### src/rtl/register_file.sv
// 32-entry RV32 integer register file: two combinational read ports, one
// synchronous write port, x0 reads as zero. Define REGFILE_BYPASS_EN for write-first reads.
module register_file #(
  parameter int XLEN  = 32,
  parameter int NREGS = 32,
  localparam int AW   = $clog2(NREGS)
) (
  input  logic            clk,
  input  logic            reset,
  input  logic [AW-1:0]   A1,
  input  logic [AW-1:0]   A2,
  input  logic [AW-1:0]   A3,
  input  logic            WE3,
  input  logic [XLEN-1:0] WD3,
  output logic [XLEN-1:0] RD1,
  output logic [XLEN-1:0] RD2
);

  logic [XLEN-1:0] regs [NREGS];
  logic            wr_en;

  assign wr_en = WE3 && (A3 != '0);

  // Reset wins over a concurrent write; regs[0] is only ever cleared.
  always_ff @(posedge clk) begin
    if (reset) begin
      for (int i = 0; i < NREGS; i++) begin
        regs[i] <= '0;
      end
    end else if (wr_en) begin
      regs[A3] <= WD3;
    end
  end

`ifdef REGFILE_BYPASS_EN
  // Write-first forwarding; suppressed during reset so reads show stored values.
  always_comb begin
    RD1 = regs[A1];
    RD2 = regs[A2];
    if (!reset && wr_en && (A1 == A3)) RD1 = WD3;
    if (!reset && wr_en && (A2 == A3)) RD2 = WD3;
    if (A1 == '0) RD1 = '0;
    if (A2 == '0) RD2 = '0;
  end
`else
  always_comb begin
    RD1 = (A1 == '0) ? '0 : regs[A1];
    RD2 = (A2 == '0) ? '0 : regs[A2];
  end
`endif

endmodule

### config.mk
export PLATFORM = sky130hd
export DESIGN_NAME = register_file
export DESIGN_NICKNAME = d
export VERILOG_FILES = /design/src/rtl/register_file.sv
export SDC_FILE = /design/constraint.sdc
export NUM_CORES = 2
export LEC_CHECK = 0
export ABC_AREA = 0
export CAP_MARGIN = 15
export CORE_MARGIN = 3
export CORE_UTILIZATION = 47
export DETAILED_ROUTE_END_ITERATION = 16
export GPL_TIMING_DRIVEN = 0
export PLACE_DENSITY = 0.74
export SLEW_MARGIN = 20
export SYNTH_ARGS = -nofsm -noshare
export SYNTH_HDL_FRONTEND = slang
export SYNTH_SLANG_ARGS = --single-unit
### constraint.sdc
create_clock -name clk -period 4.3 [get_ports clk]
set_input_delay 0.43 -clock clk [delete_from_list [all_inputs] [get_ports clk]]
set_output_delay 0.43 -clock clk [all_outputs]
set_load 0.05 [all_outputs]
==> out/qor.csv <==
metric,value,unit
htree_levels,3,
netSwitchingPower,0.006692,W
yosysSeqAreaShare,0.5670,
cts_max_path_buffers,3,
clock-root-buffer,clkbuf_16,
fmax,226.9,MHz
grt_use_total,0.3415,
drive_gt1_frac,0.2342,
p_sw_frac,0.2705,
antenna_found_initial,6,
internal_power,0.01805,W
setup_ws,-106.8,ps
top_regs,regs x1024,
cp.arrival,3980,ps
p_comb_frac,0.146,
numCtsBuffers,108,
largest_reg_flops,1024,
setup-tns-final,-572.6,ps
failed_checks,setup timing,
required,3870,ps
endpoint_kind,output port,
async_flop_share,0,
hold_viol,0,
cts_tree,done,
drt_iter0_markers,6908,
fin_util,0.5409,
post_drt_wl_per_cell,38.96,um
critPathTopFamily,buffers and inverters,
worstSetupStartpoint,A2[1],
gp_congestion,1.001,
fin_crit,4407,ps
worst_hold_path_type,input port to flop,
synthCells,3502,
p_clk_frac,0.375,
slew_headroom,0.1113,
die_h,345.7,um
grt_max_degree,33,
path_buf_inv,4,
powerDensity,403.2,mW/mm2
grt_pass1_wl,282.7,mm
grt_busiest_layer,met2,
outcome,"finished, violations left",
drc_errors,0,
vias,37546,
worst_pin_slew,1333,ps
rsz0062_at_grt,false,
seqPwrFrac,0.479,
first_global_vias,35972,
yosys_register_bits,1024,
place_hpwl,139.2,mm
grtUsageMet1,0.4238,
crit_type,input port to output port,
crit_path_max_incr_delay,820,ps
fin_nets,3806,
synthDistinctLibCells,42,
core,0.1134,mm2
final-max-slew-violation-count,0,
crit_chain,"buf_2, buf_2, clkbuf_1, mux4_2, a2111oi_2, nor3_2, clkdlybuf4s15_2",
wl,208.5,mm
clk_pin_slew_worst_paths,60,ps
numClockSinks,1024,
grtUsageMet2,0.4748,
fp.dieArea,0.1195,mm2
cpMostUsedCell,buf_2,
avgSynthCellArea,15.49,um2
portBuffers,107,
grt_overflow,0,
yosysWarnings,0,
slowest_stage,a2111oi_2,
use_met3,0.1589,
rows,123,
ant_nets,0,
dieWidth,345.7,um
io_pins,114,
area_growth,13.13,%
firstDrtPassIters,6,
start_util,0.4781,
synth_flop_cell,edfxtp_1,
regMostFlops,regs,
drt-vias-per-instance,7.015,
p_leak,21.02,nW
worstPathMaxFanout,10,
synthesis.area,0.05423,mm2
vdd_drop_max,0.3301,mV
synth_edf_count,1024,
startpoint_type,input port,
setup_viol,11,
max_cap_viol_count,0,
fin_crit_sh,1.025,
min-delay-start,WD3[24],
==> power groups by stage <==
stage	sequential, W	combinational, W	clock, W
after CTS	0.0118	0.00347	0.00916
after global placement	0.0120	0.00340	0
after detailed placement	0.0120	0.00345	0
final	0.0118	0.00362	0.00928
after floorplan	0.0119	0.00210	0
after global routing	0.0119	0.00363	0.00952
==> synthesized netlist by cell type, drive strengths merged, types with 33 or more instances <==
library cell  instances  area share
a2111oi              55      0.0098
buf                 115       0.014
o22ai               103       0.012
edfxtp             1024        0.57
clkbuf              272       0.019
or2                  33      0.0038
mux4                472        0.20
and2                995        0.11
mux2i               150       0.028
nor3                 54      0.0050
a22o                 51      0.0082
nor2                 36      0.0025
==> per-stage QoR <==
step                      hold WS (ps)  setup WS, ps  cell area (um2)  power [W]  instances
after global placement            1204         -1795            57300    0.01540       5140
after CTS                        476.9         1.523            61180    0.02445       5339
after detailed placement          1202         -1523            57440    0.01548       5143
after floorplan                  628.2         108.4            54350    0.01399       3533
final                            515.7        -106.8            61360    0.02474       5352
after global routing             525.5         4.305            61330    0.02504       5343
==> cells by family after synthesis <==
logic type / synth area share
flip-flops: 0.5670
AND/OR/NAND/NOR: 0.1334
multiplexers: 0.2299
other: 0.00006915
AO/OA/AOI/OAI: 0.03652
buffers and inverters: 0.03313
==> per-layer routing <==
metal | vias up | routed length, um
li1 | 14115 | -
met1 | 18627 | 67710
met2 | 3926 | 86740
met3 | 868 | 35880
met4 | 10 | 17920
met5 | - | 281
==> cell usage in the layout, fill, tap and decap left out, types with 40 or more instances in the layout <==
cell type,Yosys,routed
buf_2,44,47
dlygate4sd2_1,0,42
mux4_2,472,472
nor3_1,54,40
a22o_1,51,51
mux2i_1,150,150
clkbuf_1,272,245
and2_1,995,995
clkdlybuf4s50_1,0,47
clkbuf_16,0,110
o22ai_1,103,103
edfxtp_1,1024,1024
==> repair_timing <==
action | 4_1_cts | 5_1_grt
buffers inserted | 3 | 0
hold buffers | 0 | 0
resized for setup | 165 | 36
cloned | 0 | 0
pin swaps | 1 | 1
setup endpoints to repair | 64 | 44
==> area by class of cell <==
type / count / area [um2]
sequential: 1024 / 30750
antenna: 9 / 22.52
inverter: 2 / 7.507
clock inverter: 63 / 538.0
fill: 8917 / 52070
tap: 1500 / 1877
multi-input combinational: 2120 / 22210
timing repair buffer: 117 / 1199
buffer: 383 / 1911
clock buffer: 134 / 2843
==> worst paths after layout <==
kind                 endpoint  depth (start not counted)
setup / recovery      RD2[14]                          7
hold / removal    regs[5][24]                          2
(Power assumes the default switching activity.)
